===== config.mk =====
export PLATFORM = sky130hd
export DESIGN_NAME = scan_timing_core
export DESIGN_NICKNAME = d
export VERILOG_FILES = /design/src/rtl/scan_timing_pkg.sv /design/src/rtl/wrap_counter.sv /design/src/rtl/scan_timing_core.sv
export SDC_FILE = /design/constraint.sdc
export NUM_CORES = 1
export LEC_CHECK = 0
export CORE_UTILIZATION = 65
export DETAILED_ROUTE_END_ITERATION = 12
export DONT_BUFFER_PORTS = 1
export HOLD_SLACK_MARGIN = 0.12
export PLACE_DENSITY = 0.84
export SYNTH_ARGS = -nofsm -noshare
export SYNTH_HDL_FRONTEND = slang
export SYNTH_SLANG_ARGS = --single-unit

===== constraint.sdc =====
create_clock -name clk -period 2.91 [get_ports clk]
set_input_delay 0.582 -clock clk [delete_from_list [all_inputs] [get_ports clk]]
set_output_delay 0.582 -clock clk [all_outputs]
set_load 0.01 [all_outputs]

===== src/rtl/scan_timing_pkg.sv =====
// Shared timing constants for the text-mode raster scan path.
// Default geometry is 640x480 visible inside an 800x525 total raster.
package scan_timing_pkg;

  localparam int H_TOTAL_DEF   = 800;
  localparam int V_TOTAL_DEF   = 525;
  localparam int H_VISIBLE_DEF = 640;
  localparam int V_VISIBLE_DEF = 480;
  localparam int POS_W_DEF     = 10;
  localparam int IDX_W_DEF     = 19;

  localparam int HSYNC_START = 656;
  localparam int HSYNC_END   = 751;
  localparam int VSYNC_START = 490;
  localparam int VSYNC_END   = 491;

  // One font row covers one 8-pixel character cell.
  localparam int GLYPH_W   = 8;
  localparam int CELL_BITS = 3;

  localparam logic [7:0] RGB_ON  = 8'hFF;
  localparam logic [7:0] RGB_OFF = 8'h00;

endpackage


===== src/rtl/wrap_counter.sv =====
// Modulo counter: counts 0..MAX when enabled, wraps to 0, flags the top value.
module wrap_counter #(
  parameter int MAX = 799,
  parameter int W   = 10
) (
  input  logic         clk,
  input  logic         reset,
  input  logic         en,
  output logic [W-1:0] count,
  output logic         at_max
);

  assign at_max = (count == W'(MAX));

  always_ff @(posedge clk) begin
    if (reset) begin
      count <= '0;
    end else if (en) begin
      count <= at_max ? '0 : count + W'(1);
    end
  end

endmodule


===== src/rtl/scan_timing_core.sv =====
// Raster scan engine: h/v position counters, visible-pixel index and glyph-row serialiser.
// Define SCAN_SYNC_OUTPUTS_EN to add the active-low hsync_n/vsync_n outputs.
module scan_timing_core
  import scan_timing_pkg::*;
#(
  parameter int H_TOTAL   = H_TOTAL_DEF,
  parameter int V_TOTAL   = V_TOTAL_DEF,
  parameter int H_VISIBLE = H_VISIBLE_DEF,
  parameter int V_VISIBLE = V_VISIBLE_DEF,
  parameter int POS_W     = POS_W_DEF,
  parameter int IDX_W     = IDX_W_DEF
) (
  input  logic               clk,
  input  logic               reset,
  input  logic [GLYPH_W-1:0] glyph_row_in,
  output logic [POS_W-1:0]   pixel_x,
  output logic [POS_W-1:0]   pixel_y,
  output logic [IDX_W-1:0]   pixel_index,
  output logic               visible,
  output logic               h_wrap,
  output logic               v_wrap,
  output logic               load_strobe,
  output logic [7:0]         red_out,
  output logic [7:0]         green_out,
  output logic [7:0]         blue_out
`ifdef SCAN_SYNC_OUTPUTS_EN
  ,
  output logic               hsync_n,
  output logic               vsync_n
`endif
);

  logic                 v_at_max;
  logic [CELL_BITS-1:0] cell_col;
  logic [GLYPH_W-1:0]   glyph_sreg;
  logic                 pixel_on;

  wrap_counter #(
    .MAX (H_TOTAL - 1),
    .W   (POS_W)
  ) u_h_counter (
    .clk    (clk),
    .reset  (reset),
    .en     (1'b1),
    .count  (pixel_x),
    .at_max (h_wrap)
  );

  wrap_counter #(
    .MAX (V_TOTAL - 1),
    .W   (POS_W)
  ) u_v_counter (
    .clk    (clk),
    .reset  (reset),
    .en     (h_wrap),
    .count  (pixel_y),
    .at_max (v_at_max)
  );

  assign v_wrap   = h_wrap && v_at_max;
  assign visible  = (pixel_x < POS_W'(H_VISIBLE)) && (pixel_y < POS_W'(V_VISIBLE));
  assign cell_col = pixel_x[CELL_BITS-1:0];

  // Loading on the last pixel of a cell, or at end of line, makes the next
  // cell's row ready exactly when its first pixel is displayed.
  assign load_strobe = (visible && (cell_col == CELL_BITS'(GLYPH_W - 1))) || h_wrap;

  // Frame wrap outranks the visible increment so the new frame starts at 0.
  always_ff @(posedge clk) begin
    if (reset) begin
      pixel_index <= '0;
    end else if (v_wrap) begin
      pixel_index <= '0;
    end else if (visible) begin
      pixel_index <= pixel_index + IDX_W'(1);
    end
  end

  always_ff @(posedge clk) begin
    if (reset) begin
      glyph_sreg <= '0;
    end else if (load_strobe) begin
      glyph_sreg <= glyph_row_in;
    end else if (visible) begin
      glyph_sreg <= {glyph_sreg[GLYPH_W-2:0], 1'b0};
    end
  end

  // Blanking forces black even though the register may still hold a row.
  assign pixel_on  = visible && glyph_sreg[GLYPH_W-1];
  assign red_out   = pixel_on ? RGB_ON : RGB_OFF;
  assign green_out = pixel_on ? RGB_ON : RGB_OFF;
  assign blue_out  = pixel_on ? RGB_ON : RGB_OFF;

`ifdef SCAN_SYNC_OUTPUTS_EN
  assign hsync_n = !((pixel_x >= POS_W'(HSYNC_START)) && (pixel_x <= POS_W'(HSYNC_END)));
  assign vsync_n = !((pixel_y >= POS_W'(VSYNC_START)) && (pixel_y <= POS_W'(VSYNC_END)));
`endif

endmodule


Yosys cells after proc, flatten, opt, wreduce, memory -nomap -nowiden

Index checks and enable logic that the tools add are counted.

Bits of input ports: 10
Output and inout bits: 67
Bits in latches: 0
ROM bits: 0
Bits in writable memories: 0
Bits in registers: 47
Memories: 0

Bitwise operators: 0
Multiplexer cells: 4
$add $sub $neg: 3
Shift-type cells: 0
Div/mod/pow operators: 0
Reductions and logical operators: 8
Equality and inequality tests: 3
Multiply operators: 0
$lt $le $gt $ge: 2

Operators by type and width:

| cell                                                 | number |
|---|---|
| two-way mux 8 bit                                    | 3 |
| adder 10 x 1 -> 10 bit (second input constant)       | 2 |
| equality test 10 bit (second input constant)         | 2 |
| adder 19 x 1 -> 19 bit (second input constant)       | 1 |
| < comparator 10 bit (second input constant)          | 1 |
| < comparator 10 x 9 -> 1 bit (second input constant) | 1 |
| two-way mux 10 bit                                   | 1 |
| logical AND 1 bit                                    | 4 |
| OR reduction 2 bit                                   | 2 |
| equality test 3 bit (second input constant)          | 1 |
| nonzero test 2 bit                                   | 1 |
| logical OR 1 bit                                     | 1 |

Logic depth before layout (Yosys ltp)

Depth in word-level cells: 5
Mapped depth: 8

Modules after synthesis

From an unflattened synthesis, not the netlist that was laid out.

Cell total of the unflattened synthesis: 285
Area, all modules: 2521.2 sq um

Modules (own cells, without submodules):

| module                     | cells each | times used | area an instance (sq um) | sequential area each (sq um) |
|---|---|---|---|---|
| scan_timing_core           | 178        | 1          | 1547.7                   | 540.5 |
| wrap_counter (u_v_counter) | 56         | 1          | 509.2                    | 200.2 |
| wrap_counter (u_h_counter) | 51         | 1          | 464.2                    | 200.2 |

Least setup slack after synthesis

Ideal clock, no wire load.

Kind: flip-flop to output port
Start point: register u_h_counter.count[7]
End point: output blue_out[0]
Stages on the path, launching flop included: 5
Required time: 2.328 ns
Setup slack: 0.782 ns
Arrival: 1.546 ns
Path through: dfxtp_1 buf_2 o21ai_4 and3_1 buf_4

Longest elaborated chain between the ends: 4

Ends and longest elaborated chain:

| element                | RTL line               | source |
|---|---|---|
| from (decl)            | wrap_counter.sv:9      | `output logic [W-1:0] count,` |
| from (signal assigned) | wrap_counter.sv:19     | `count <= at_max ? '0 : count + W'(1);` |
| < comparator 10 bit    | scan_timing_core.sv:61 | `assign visible = (pixel_x < POS_W'(H_VISIBLE)) && (pixel_y < POS_W'(V_VISIBLE));` |
| logical AND 1 bit      | scan_timing_core.sv:61 |  |
| logical AND 1 bit      | scan_timing_core.sv:90 | `assign pixel_on = visible && glyph_sreg[GLYPH_W-1];` |
| via pixel_on           | scan_timing_core.sv:36 | `logic pixel_on;` |
| two-way mux 8 bit      | scan_timing_core.sv:93 | `assign blue_out = pixel_on ? RGB_ON : RGB_OFF;` |
| to (decl)              | scan_timing_core.sv:25 | `output logic [7:0] blue_out` |

The timed path passes the listed nets, and every way through them passes these cells.

Final worst setup path

Start point: register u_h_counter.count[0]
End point: output load_strobe

Longest elaborated chain between the ends: 4

Ends and longest elaborated chain:

| element              | RTL line               | source |
|---|---|---|
| < comparator 10 bit  | scan_timing_core.sv:61 |  |
| logical AND 1 bit    | scan_timing_core.sv:61 |  |
| logical AND 1 bit    | scan_timing_core.sv:66 | `assign load_strobe = (visible && (cell_col == CELL_BITS'(GLYPH_W - 1))) \|\| h_wrap;` |
| logical OR 1 bit (*) | scan_timing_core.sv:66 |  |
| to (decl)            | scan_timing_core.sv:22 | `output logic load_strobe,` |

Every way passes the cells marked *; elsewhere a longest branch is shown, timed or not.

==> metrics.txt <==
status=finished, final reports clean; worst slack, placed=0.5459 ns; drt first-iter violations=165; via count=between 2000 and 2500; Final Max Tran Viols=0; slowest CP cell=dfxtp_1; total gr overflow=0; Mapped Area=0.002485 sq mm; FP Rows=22; EDFF count, synth=0; Max stage delay on crit path=approximately 0.46 ns; Max clock buf depth=2; Critical Path RT=2.33 ns; Worst VDD drop=326.5 uV; I/O pin cnt=77; CP Launch Type=register; Avg Inst Size Synth=8.628 sq um; Power Total=1185 uW; most common cell after layout, fill and taps aside=dfxtp_1; clock latency on the worst-skew pair=0.30 ns; crit path buf inv count=0; Critical Path AT=2.11 ns; Die Wd=63.83 microns; RSZ-0062 raised after global routing=false; worst-margin pin slew=0.5451 ns; clock period minus worst slack=2.693 ns; Area Overhead vs Synth=-1.007%; Total Nets Final=278; post-synth cell types=38; clock sinks=between 40 and 50; most frequent cells in the layout=47 x dfxtp_1, 22 x a21oi_1, 21 x nand2_1; Gates resized, CTS repair=0; post-CTS setup buffer count=0; die height=between 60 and 70 microns; Seq/Total Area, Yosys=0.3787; vias in the first global route=1873; Leak=roughly 0.0008 uW; CORE AREA=0.003661 sq mm; ANT cells=0; initial antenna violation count=0; final worst path period share=0.9253; Initial Util=0.6787; drt first pass iters=6; post-synth top area cell=dfxtp_1; Root Driver=clkbuf_8; Crit Path Class=register to primary output; final setup margin=0.2173 ns; CTS Buf Count=5; post-synthesis net count=303; final hold violations=0; H-tree Lvls=2; drt drc=0; CP Max Fanout=12; DP HPWL=approximately 3400 microns; cts hold-fix bufs=0; WL final=5046 microns; Async S/R FF share, synth=0; post-route setup TNS=0 ns; CP cell instances=ha_1, and4_1, nand3_1, a21oi_1; Yosys warnings=0; achievable frequency=0.3714 GHz; first-pass GRT wire length=8349 microns; register bit count reported by yosys=between 40 and 50; Worst-path clk slew=0.08 ns; top_reg_cell synth=dfxtp_1; GP Congestion=0.7474; Synth top area share=0.3787; Gate Count Post-Synth=~290; layout cells sized above 1=0.08333; Critical Path End Type=primary output; Avg Vias per Cell=between 6 and 7; drt wl/cell=16.17 microns; Clock Skew=0.008420 ns; CP delay by family, top=simple AND/OR/NAND/NOR gates; die area=0.004074 sq mm; worst relative slew slack=0.6366; Max Cap Viol=0; Tightest Hold Check Type=input port to register; pwr dens=about 480 mW/mm^2; top post-synthesis cells by area=dfxtp_1 38%, buf_4 7.9%, a21oi_1 4.4%; gr usage total=0.2576; CTS tree=done; final antenna-violating net count=0; port buffer count=0; # setup viols final=0; largest net degree at the start of global routing=29
[worst paths after layout]
| kind | depth (start not counted) | slack (ns) | end | startpoint |
|---|---|---|---|---|
| hold reg to reg | 2 | 0.48 | glyph_sreg[3]$_SDFFE_PP0P_ | glyph_sreg[2]$_SDFFE_PP0P_ |
| hold / removal | 1 | 0.34 | u_v_counter.count[1]$_SDFFE_PP0P_ | reset |
| setup / recovery | 4 | 0.22 | load_strobe | u_h_counter.count[0]$_SDFF_PP0_ |
| setup reg to reg | 5 | 0.74 | glyph_sreg[2]$_SDFFE_PP0P_ | u_h_counter.count[0]$_SDFF_PP0_ |
[power breakdown]
part	total, uW	leakage (uW)	internal (uW)	switching (uW)
Clock	495	0.0000612	278	217
Sequential	663	0.000380	650	13.4
Combinational	26.5	0.000350	10.2	16.3
[worst reg2reg max path: stages, from the launching register on]
cell and delay (ns):
dfxtp_1 0.46, ha_1 0.23, and4_1 0.35, and3_1 0.55, o21ai_0 0.21, a311oi_1 0.28
[cells in the mapped netlist (2+ instances only)]
cell type,count
buf_2,5
o21ai_0,14
buf_4,26
and4_1,4
nand3_1,15
a21oi_1,22
nor2_1,19
clkbuf_1,4
a311oi_1,7
dfxtp_1,47
nor2b_1,2
and3_1,9
or4_1,12
inv_1,7
nor3_1,10
xnor2_1,7
o31ai_1,12
nand4_1,9
ha_1,5
xor2_1,8
nand2_1,21
or3_1,7
[kinds of logic (layout without fill, tap and decap cells)]
family                     count (synthesis)  in the layout  synth area share
AOI/OAI and AO/OA                         60             60            0.1616
DFF                                       47             47            0.3786
xor gates and xnor gates                  15             15           0.05287
buffers and inverters                     44             20            0.1113
and+or+nand+nor                          117            117            0.2704
adders and majority gates                  5              5           0.02518
[per-stage QoR]
stage / instances / cell area (sq um) / hold slack, ns / utilization
after global routing: 312 / 2460 / 0.3358 / 0.6719
after CTS: 312 / 2460 / 0.3384 / 0.6719
after global placement: 304 / 2342 / 0.4598 / 0.6398
after detailed placement: 304 / 2342 / 0.4711 / 0.6398
after floorplan: 288 / 2485 / 0.4551 / -
final: 312 / 2460 / 0.3448 / 0.6719
[per-layer routing]
metal | share of wire | vias up | GRT usage
met1 | 0.44 | 959 | 0.3056
li1 | - | 979 | -
met2 | 0.49 | 71 | 0.4229
met4 | 0.0079 | 0 | 0.08807
met3 | 0.065 | 5 | 0.09821
met5 | 0 | - | 0
[sequential cells by signal (all words and copies together), names as in the netlist]
name,cells
pixel_index,19
u_h_counter.count,10
u_v_counter.count,10
glyph_sreg,8
[layout make-up]
class                           instances  area (sq um)
Multi-Input combinational cell        197          1269
Fill cell                             308          1201
Timing Repair Buffer                    4         42.54
Inverter                                8         30.03
Tap cell                               48         60.06
Sequential cell                        47         940.9
Clock buffer                            6         82.58
Clock inverter                          2         35.03
No activity file was read; power rests on OpenSTA's default activity.
